--- config.mk ---
export PLATFORM = sky130hd
export DESIGN_NAME = pc_sequencer_flat
export DESIGN_NICKNAME = d
export VERILOG_FILES = /design/src/rtl/pc_sequencer_if.sv /design/src/rtl/pc_sequencer.sv /design/src/flat_wrapper.sv
export SDC_FILE = /design/constraint.sdc
export NUM_CORES = 1
export LEC_CHECK = 0
export CAP_MARGIN = 15
export CORE_AREA = 4 4 41 43
export CTS_BUF_LIST = sky130_fd_sc_hd__clkbuf_16
export DETAILED_ROUTE_END_ITERATION = 16
export DIE_AREA = 0 0 45 47
export MAX_ROUTING_LAYER = met4
export PLACE_DENSITY_LB_ADDON = 0.08
export SYNTH_ARGS = -nofsm -noshare
export SYNTH_HDL_FRONTEND = slang
export SYNTH_SLANG_ARGS = --single-unit
--- constraint.sdc ---
create_clock -name CLK -period 4.7 [get_ports CLK]
set_clock_uncertainty 0.2 [all_clocks]
set_input_delay 0.705 -clock CLK [delete_from_list [all_inputs] [get_ports CLK]]
set_output_delay 0.705 -clock CLK [all_outputs]
set_load 0.005 [all_outputs]
--- src/rtl/pc_sequencer_if.sv ---
// pc_sequencer_if
// Groups the decode-side commands/flags and the PC datapath strobes of the
// RAT MCU program-counter sequencer.
//   master modport : the sequencer (inputs HALT, BR_CMD, Z, C; drives strobes)
//   slave  modport : decode / PC datapath side (mirror directions)
// Signals:
//   HALT        hold in FETCH
//   BR_CMD[2:0] 0 NONE,1 BRN,2 BREQ,3 BRNE,4 BRCS,5 BRCC,6 CALL,7 RET
//   Z, C        zero / carry flags, consumed in EXEC
//   PC_RST, PC_LD, PC_INC, PC_MUX_SEL[1:0], IR_LD, SP_PUSH, SP_POP
//   STATE[1:0]  debug view of the FSM state
// Build macro PC_SEQ_INTR_EN adds INTR, SEI, CLI (to sequencer) and INT_ACK.
interface pc_sequencer_if;
  logic       HALT;
  logic [2:0] BR_CMD;
  logic       Z;
  logic       C;
  logic       PC_RST;
  logic       PC_LD;
  logic       PC_INC;
  logic [1:0] PC_MUX_SEL;
  logic       IR_LD;
  logic       SP_PUSH;
  logic       SP_POP;
  logic [1:0] STATE;
`ifdef PC_SEQ_INTR_EN
  logic       INTR;
  logic       SEI;
  logic       CLI;
  logic       INT_ACK;

  modport master (
    input  HALT, BR_CMD, Z, C, INTR, SEI, CLI,
    output PC_RST, PC_LD, PC_INC, PC_MUX_SEL, IR_LD, SP_PUSH, SP_POP, STATE, INT_ACK
  );
  modport slave (
    output HALT, BR_CMD, Z, C, INTR, SEI, CLI,
    input  PC_RST, PC_LD, PC_INC, PC_MUX_SEL, IR_LD, SP_PUSH, SP_POP, STATE, INT_ACK
  );
`else
  modport master (
    input  HALT, BR_CMD, Z, C,
    output PC_RST, PC_LD, PC_INC, PC_MUX_SEL, IR_LD, SP_PUSH, SP_POP, STATE
  );
  modport slave (
    output HALT, BR_CMD, Z, C,
    input  PC_RST, PC_LD, PC_INC, PC_MUX_SEL, IR_LD, SP_PUSH, SP_POP, STATE
  );
`endif
endinterface

--- src/rtl/pc_sequencer.sv ---
// pc_sequencer
// Control FSM sequencing the PC_Mux -> ProgramCounter pair of the RAT MCU:
// INIT (PC held in reset) -> FETCH (latch IR, increment PC) -> EXEC (resolve
// branch / call / return against Z and C) -> FETCH ...
// Ports:
//   CLK    rising-edge clock
//   RST_N  asynchronous active-low reset
//   bus    pc_sequencer_if.master (commands, flags, PC/IR/stack strobes, STATE)
// Parameters:
//   RESET_CYCLES  number of PC_RST cycles after reset release (>=1)
//   INTR_SEL      PC_MUX_SEL code selecting the interrupt vector
// Build macro PC_SEQ_INTR_EN enables the interrupt state, the IE flag and
// the INTR/SEI/CLI/INT_ACK signals; without it INTR is never entered.
module pc_sequencer #(
  parameter int         RESET_CYCLES = 2,
  parameter logic [1:0] INTR_SEL     = 2'b10
) (
  input logic              CLK,
  input logic              RST_N,
  pc_sequencer_if.master   bus
);

  typedef enum logic [1:0] {
    ST_INIT  = 2'b00,
    ST_FETCH = 2'b01,
    ST_EXEC  = 2'b10,
    ST_INTR  = 2'b11
  } state_e;

  localparam int CNT_W = (RESET_CYCLES < 2) ? 1 : $clog2(RESET_CYCLES + 1);
  localparam logic [CNT_W-1:0] CNT_INIT = CNT_W'(RESET_CYCLES);

  localparam logic [2:0] CMD_BRN  = 3'd1;
  localparam logic [2:0] CMD_BREQ = 3'd2;
  localparam logic [2:0] CMD_BRNE = 3'd3;
  localparam logic [2:0] CMD_BRCS = 3'd4;
  localparam logic [2:0] CMD_BRCC = 3'd5;
  localparam logic [2:0] CMD_CALL = 3'd6;
  localparam logic [2:0] CMD_RET  = 3'd7;

  localparam logic [1:0] SEL_IMMED = 2'b00;
  localparam logic [1:0] SEL_STACK = 2'b01;

  state_e           state_q, state_d;
  logic [CNT_W-1:0] cnt_q, cnt_d;
  logic [1:0]       mux_sel_q, mux_sel_d;

  logic       pc_rst, pc_ld, pc_inc, ir_ld, sp_push, sp_pop, taken;
  logic [1:0] mux_sel;

`ifdef PC_SEQ_INTR_EN
  logic ie_q, ie_d, int_ack;
`endif

  always_ff @(posedge CLK or negedge RST_N) begin
    if (!RST_N) begin
      state_q   <= ST_INIT;
      cnt_q     <= CNT_INIT;
      mux_sel_q <= SEL_IMMED;
`ifdef PC_SEQ_INTR_EN
      ie_q      <= 1'b0;
`endif
    end else begin
      state_q   <= state_d;
      cnt_q     <= cnt_d;
      mux_sel_q <= mux_sel_d;
`ifdef PC_SEQ_INTR_EN
      ie_q      <= ie_d;
`endif
    end
  end

  always_comb begin
    state_d = state_q;
    cnt_d   = cnt_q;
    pc_rst  = 1'b0;
    pc_ld   = 1'b0;
    pc_inc  = 1'b0;
    ir_ld   = 1'b0;
    sp_push = 1'b0;
    sp_pop  = 1'b0;
    taken   = 1'b0;
    // Select holds its last driven code so the PC_Mux output does not glitch.
    mux_sel = mux_sel_q;
`ifdef PC_SEQ_INTR_EN
    ie_d    = ie_q;
    int_ack = 1'b0;
`endif

    unique case (state_q)
      ST_INIT: begin
        pc_rst = 1'b1;
        cnt_d  = cnt_q - CNT_W'(1);
        // Leave on the edge where the counter hits zero: RESET_CYCLES PC_RST cycles.
        if (cnt_q <= CNT_W'(1)) state_d = ST_FETCH;
      end

      ST_FETCH: begin
        if (!bus.HALT) begin
          ir_ld   = 1'b1;
          pc_inc  = 1'b1;
          state_d = ST_EXEC;
        end
      end

      ST_EXEC: begin
        unique case (bus.BR_CMD)
          CMD_BRN:  taken = 1'b1;
          CMD_BREQ: taken = bus.Z;
          CMD_BRNE: taken = !bus.Z;
          CMD_BRCS: taken = bus.C;
          CMD_BRCC: taken = !bus.C;
          CMD_CALL: taken = 1'b1;
          default:  taken = 1'b0;
        endcase
        if (bus.BR_CMD == CMD_RET) begin
          pc_ld   = 1'b1;
          sp_pop  = 1'b1;
          mux_sel = SEL_STACK;
        end else if (taken) begin
          pc_ld   = 1'b1;
          mux_sel = SEL_IMMED;
          sp_push = (bus.BR_CMD == CMD_CALL);
        end
        state_d = ST_FETCH;
`ifdef PC_SEQ_INTR_EN
        if (bus.CLI)      ie_d = 1'b0;
        else if (bus.SEI) ie_d = 1'b1;
        // Interrupt acceptance uses IE as it stood entering this EXEC.
        if (bus.INTR && ie_q) state_d = ST_INTR;
`endif
      end

      ST_INTR: begin
`ifdef PC_SEQ_INTR_EN
        pc_ld   = 1'b1;
        sp_push = 1'b1;
        mux_sel = INTR_SEL;
        int_ack = 1'b1;
        ie_d    = 1'b0;
        state_d = ST_FETCH;
`else
        state_d = ST_INIT;
`endif
      end

      default: state_d = ST_INIT;
    endcase

    mux_sel_d = mux_sel;
  end

  assign bus.PC_RST     = pc_rst;
  assign bus.PC_LD      = pc_ld;
  assign bus.PC_INC     = pc_inc;
  assign bus.PC_MUX_SEL = mux_sel;
  assign bus.IR_LD      = ir_ld;
  assign bus.SP_PUSH    = sp_push;
  assign bus.SP_POP     = sp_pop;
  assign bus.STATE      = state_q;
`ifdef PC_SEQ_INTR_EN
  assign bus.INT_ACK    = int_ack;
`endif

endmodule
--- src/flat_wrapper.sv ---
// flat-port wrapper written by rule: the top's interface ports become plain ports
module pc_sequencer_flat 
#(
  parameter int         RESET_CYCLES = 2,
  parameter logic [1:0] INTR_SEL     = 2'b10
)
  (CLK, RST_N, bus_HALT, bus_BR_CMD, bus_Z, bus_C, bus_PC_RST, bus_PC_LD, bus_PC_INC, bus_PC_MUX_SEL, bus_IR_LD, bus_SP_PUSH, bus_SP_POP, bus_STATE);
  pc_sequencer_if bus_i ();
  input logic CLK;
  input logic RST_N;
  input wire logic [$bits(bus_i.HALT)-1:0] bus_HALT;
  input wire logic [$bits(bus_i.BR_CMD)-1:0] bus_BR_CMD;
  input wire logic [$bits(bus_i.Z)-1:0] bus_Z;
  input wire logic [$bits(bus_i.C)-1:0] bus_C;
  output wire logic [$bits(bus_i.PC_RST)-1:0] bus_PC_RST;
  output wire logic [$bits(bus_i.PC_LD)-1:0] bus_PC_LD;
  output wire logic [$bits(bus_i.PC_INC)-1:0] bus_PC_INC;
  output wire logic [$bits(bus_i.PC_MUX_SEL)-1:0] bus_PC_MUX_SEL;
  output wire logic [$bits(bus_i.IR_LD)-1:0] bus_IR_LD;
  output wire logic [$bits(bus_i.SP_PUSH)-1:0] bus_SP_PUSH;
  output wire logic [$bits(bus_i.SP_POP)-1:0] bus_SP_POP;
  output wire logic [$bits(bus_i.STATE)-1:0] bus_STATE;
  assign bus_i.HALT = bus_HALT;
  assign bus_i.BR_CMD = bus_BR_CMD;
  assign bus_i.Z = bus_Z;
  assign bus_i.C = bus_C;
  assign bus_PC_RST = bus_i.PC_RST;
  assign bus_PC_LD = bus_i.PC_LD;
  assign bus_PC_INC = bus_i.PC_INC;
  assign bus_PC_MUX_SEL = bus_i.PC_MUX_SEL;
  assign bus_IR_LD = bus_i.IR_LD;
  assign bus_SP_PUSH = bus_i.SP_PUSH;
  assign bus_SP_POP = bus_i.SP_POP;
  assign bus_STATE = bus_i.STATE;
  pc_sequencer #(.RESET_CYCLES(RESET_CYCLES), .INTR_SEL(INTR_SEL)) u_core (.CLK(CLK), .RST_N(RST_N), .bus(bus_i));
endmodule
==> metrics.txt <==
# TYPE chip_impl_metric gauge
chip_impl_metric{name="wire_length_of_the_first_global_routing_pass",unit="um"} 1580
chip_impl_metric{name="insertion_delay",unit="ns"} 0.23
chip_impl_metric{name="synth.distinct_cells",unit=""} 25
chip_impl_metric{name="routabilityCongestion",unit=""} 0.843
chip_impl_metric{name="detail_route.vias_per_cell",unit=""} 4.90
chip_impl_info{name="critical_path.endpoint_type",value="output pin"} 1
chip_impl_metric{name="cts.reportedPaths.clkPinSlew",unit="ns"} 0.03
chip_impl_metric{name="die_area",unit="sq um"} 2120
chip_impl_metric{name="timing.final.hold_violations",unit=""} 0
chip_impl_metric{name="fin_hold_ws",unit="ns"} 0.280
chip_impl_metric{name="cts_hold_repair.buffers",unit=""} 0
chip_impl_metric{name="ctsHtreeMaxLevel",unit=""} 1
chip_impl_metric{name="finish.instance_area",unit="sq um"} 609
chip_impl_metric{name="synth-seq-cells",unit=""} 6
chip_impl_metric{name="detailroute.via_count",unit=""} 353
chip_impl_metric{name="grt_util_all_layers",unit=""} 0.106
chip_impl_metric{name="compound_cell_area_share_of_the_yosys_netlist",unit=""} 0.179
chip_impl_metric{name="instances_no_fill",unit=""} 72
chip_impl_metric{name="synthesis.instances",unit=""} 37
chip_impl_metric{name="route.detailed.drc",unit=""} 0
chip_impl_metric{name="p_per_area",unit="nW/um^2"} 564
chip_impl_metric{name="synth.mux.area_fraction",unit=""} 0
chip_impl_metric{name="cts-resized-gates",unit=""} 0
chip_impl_metric{name="power_report.internal_total",unit="uW"} 256
chip_impl_metric{name="setup_violations",unit=""} 0
chip_impl_metric{name="timing.final.max_slew_violations",unit=""} 0
chip_impl_info{name="min-delay-start",value="u_core.cnt_q[0]$_DFFE_PN0P_"} 1
chip_impl_info{name="cts_tree",value="built"} 1
chip_impl_info{name="timing.setup.critical_path_class",value="in2out"} 1
chip_impl_metric{name="cts_buffers",unit=""} 3
chip_impl_info{name="most-common-layout-cells",value="sky130_fd_sc_hd__clkdlybuf4s50_1, sky130_fd_sc_hd__dfrtp_1"} 1
chip_impl_info{name="status",value="completed"} 1
chip_impl_metric{name="detail_route.first_pass.iterations",unit=""} 3
chip_impl_info{name="grt_setup_unrepaired",value="false"} 1
chip_impl_metric{name="placement_rows",unit=""} 13
chip_impl_metric{name="comb_power_share",unit=""} 0.331
chip_impl_metric{name="clock.fmax",unit="GHz"} 0.296
chip_impl_metric{name="sequentialPowerShare",unit=""} 0.270
chip_impl_metric{name="yosys.area.top_type_share",unit=""} 0.358
chip_impl_metric{name="rrSetupSlack",unit="ns"} 3.03
chip_impl_metric{name="antenna_cells",unit=""} 0
chip_impl_info{name="sort_of_element_at_the_start_of_the_critical_path",value="input port"} 1
chip_impl_metric{name="crit_path_max_fanout",unit=""} 7
chip_impl_metric{name="switchingPower",unit="uW"} 88.1
chip_impl_metric{name="clkPwrFrac",unit=""} 0.399
chip_impl_info{name="hold_path.class",value="reg2reg"} 1
chip_impl_info{name="main_combinational_cell_family_by_area_after_synthesis",value="simple AND/OR/NAND/NOR gates"} 1
chip_impl_metric{name="cp_data_arrival_time",unit="ns"} 2.48
chip_impl_metric{name="synth_xor_xnor_area_share",unit=""} 0.0251
chip_impl_metric{name="max_slew_margin",unit=""} 0.819
chip_impl_metric{name="number_of_warnings_printed_during_yosys_synthesis",unit=""} 0
chip_impl_metric{name="synth_simple_gate_area_frac",unit=""} 0.294
chip_impl_info{name="layout_commonest_cell",value="sky130_fd_sc_hd__clkdlybuf4s50_1"} 1
chip_impl_info{name="synth_largest_area_cell",value="sky130_fd_sc_hd__dfrtp_1"} 1
chip_impl_info{name="regToRegEndpoint",value="u_core.mux_sel_q[1]$_DFF_PN0_"} 1
chip_impl_metric{name="io_pins",unit=""} 18
chip_impl_metric{name="leakage",unit="nW"} 0.252
chip_impl_metric{name="clock_sink_total",unit=""} 6
chip_impl_info{name="hold_ep",value="u_core.cnt_q[0]$_DFFE_PN0P_"} 1
chip_impl_metric{name="antenna_violating_nets_post_route",unit=""} 0
chip_impl_metric{name="detailed_placement_hpwl",unit="um"} 694
chip_impl_metric{name="min_path_cells",unit=""} 1
chip_impl_metric{name="layout.core_utilization",unit=""} 0.468
chip_impl_metric{name="post_synth_fa_ha_maj_area_fraction",unit=""} 0.0358
chip_impl_metric{name="drt_iter0_markers",unit=""} 4
chip_impl_metric{name="pin_count_of_the_biggest_net_entering_global_routing",unit=""} 8
chip_impl_metric{name="timing.setup.tns",unit="ns"} 0
chip_impl_metric{name="timing.max_cap.violations",unit=""} 0
chip_impl_metric{name="area_growth_syn_to_layout",unit="%"} 74.6
chip_impl_info{name="worst_r2r_startpoint",value="u_core.bus.STATE[0]$_DFFE_PN0P_"} 1
chip_impl_metric{name="overflow",unit=""} 0
chip_impl_metric{name="mean_syn_cell_area",unit="sq um"} 9.43
chip_impl_metric{name="nNetsFinal",unit=""} 67
chip_impl_metric{name="initial_utilization",unit=""} 0.268
chip_impl_metric{name="placed_area",unit="sq um"} 531
chip_impl_metric{name="period_share",unit=""} 0.720
chip_impl_metric{name="port_buffers",unit=""} 17
chip_impl_metric{name="floorplan.die.width",unit="um"} 45
chip_impl_metric{name="floorplan.die.height",unit="um"} 47
chip_impl_metric{name="setup_slack_after_placement",unit="ns"} 1.33
chip_impl_info{name="cts_root_buf",value="sky130_fd_sc_hd__clkbuf_16"} 1
chip_impl_metric{name="seq_area_frac_synth",unit=""} 0.434
chip_impl_metric{name="route.detailed.wl_per_inst",unit="um"} 11.9
chip_impl_metric{name="clock_tree_buffer_depth",unit=""} 2
chip_impl_metric{name="rr_worst_depth",unit=""} 3
chip_impl_metric{name="crit_path_required_time",unit="ns"} 3.80
chip_impl_metric{name="syn_nets",unit=""} 46
chip_impl_metric{name="max-vdd-ir-drop",unit="mV"} 0.242
chip_impl_info{name="synth.top_cells.by_area",value="sky130_fd_sc_hd__dfrtp_1, sky130_fd_sc_hd__dfstp_2, sky130_fd_sc_hd__a21oi_1"} 1
chip_impl_metric{name="cts_setup_buffers",unit=""} 0
chip_impl_metric{name="min_period",unit="ns"} 3.38
chip_impl_metric{name="fraction_of_final_layout_cells_with_drive_strength_greater_than_1",unit=""} 0.0877
chip_impl_metric{name="netSwitchingFraction",unit=""} 0.256
chip_impl_metric{name="post_synth_instance_area",unit="sq um"} 349
chip_impl_metric{name="placeableCoreArea",unit="sq um"} 1300
chip_impl_metric{name="first_global_vias",unit=""} 389
chip_impl_metric{name="dp.cells",unit=""} 68
chip_impl_metric{name="postRouteWirelength",unit="um"} 856
chip_impl_metric{name="post_layout_total_power",unit="uW"} 344
chip_impl_metric{name="grt_antenna_before_repair",unit=""} 0
chip_impl_metric{name="layout_setup_ws",unit="ns"} 1.32
chip_impl_metric{name="timing_worst_slew_pin_value",unit="ns"} 0.271
layout make-up:
| type | count | area (sq um) |
|---|---|---|
| flip-flops and latches | 6 | 151 |
| repair buffers | 17 | 170 |
| inverters | 1 | 3.75 |
| fillers | 132 | 692 |
| clock inverters | 1 | 3.75 |
| multi-input cells | 29 | 186 |
| clock buffers | 3 | 75.1 |
| well taps | 15 | 18.8 |
worst max-delay path by stage:
| stage | from | slack, ns | cells past startpoint | endpoint |
|---|---|---|---|---|
| finish | bus_BR_CMD[2] | 1.32 | 5 | bus_PC_MUX_SEL[1] |
| global route | bus_BR_CMD[2] | 1.22 | 5 | bus_PC_MUX_SEL[1] |
| CTS | bus_BR_CMD[2] | 1.32 | 5 | bus_PC_MUX_SEL[1] |
| detailed placement | bus_BR_CMD[2] | 1.33 | 5 | bus_PC_MUX_SEL[1] |
| global placement | bus_BR_CMD[2] | 1.38 | 5 | bus_PC_MUX_SEL[1] |
| floorplan | bus_BR_CMD[2] | 2.44 | 3 | bus_PC_MUX_SEL[1] |
cells by family after synthesis:
| kind of cell | count (synthesis) |
|---|---|
| XOR/XNOR | 1 |
| buffers and inverters | 2 |
| AO/OA/AOI/OAI | 9 |
| adder cells (fa/ha/maj) | 1 |
| flip-flops | 6 |
| AND/OR/NAND/NOR | 18 |
per-layer routing:
layer	wire (um)	vias to the layer above	global-route usage
li1	-	175	-
met1	367	164	0.115
met2	407	14	0.167
met3	81	0	0.0307
met4	0	0	0.0702
met5	0	-	-
critical path, cell delays in order:
cell and delay (ns):
sky130_fd_sc_hd__clkdlybuf4s50_1 0.59, sky130_fd_sc_hd__nor2_1 0.09, sky130_fd_sc_hd__or3b_1 0.37, sky130_fd_sc_hd__o221a_1 0.27, sky130_fd_sc_hd__clkdlybuf4s50_1 0.45
cells in the mapped netlist:
cell / number
sky130_fd_sc_hd__dfrtp_1: 5
sky130_fd_sc_hd__nand2b_1: 1
sky130_fd_sc_hd__nor3_1: 1
sky130_fd_sc_hd__ha_1: 1
sky130_fd_sc_hd__and2_1: 1
sky130_fd_sc_hd__nor2b_1: 1
sky130_fd_sc_hd__a21bo_2: 1
sky130_fd_sc_hd__o221a_1: 1
sky130_fd_sc_hd__nand3_1: 1
sky130_fd_sc_hd__and2b_1: 1
sky130_fd_sc_hd__nor2_1: 3
sky130_fd_sc_hd__o22ai_1: 1
sky130_fd_sc_hd__a21oi_1: 3
sky130_fd_sc_hd__and3_1: 1
sky130_fd_sc_hd__dfstp_2: 1
sky130_fd_sc_hd__nor3b_1: 2
sky130_fd_sc_hd__inv_1: 1
sky130_fd_sc_hd__buf_4: 1
sky130_fd_sc_hd__xor2_1: 1
sky130_fd_sc_hd__a221o_1: 1
sky130_fd_sc_hd__or3b_1: 1
sky130_fd_sc_hd__o21ai_0: 2
sky130_fd_sc_hd__nand2_1: 3
sky130_fd_sc_hd__nand3b_1: 1
sky130_fd_sc_hd__nor4_1: 1
sequential cells by signal, summed over array words and instances, names as in the netlist:
name / count
u_core.bus.STATE: 2
u_core.mux_sel_q: 2
u_core.cnt_q: 2
power by group through the flow:
stage | Combinational [mW] | Clock [mW] | Sequential, mW
6_report | 0.114 | 0.137 | 0.0929
5_1_grt | 0.128 | 0.146 | 0.0969
4_1_cts | 0.117 | 0.139 | 0.0932
3_5_place_dp | 0.115 | 0 | 0.0939
3_3_place_gp | 0.114 | 0 | 0.0920
2_1_floorplan | 0.0565 | 0 | 0.0899
(Power assumes the default switching activity.)
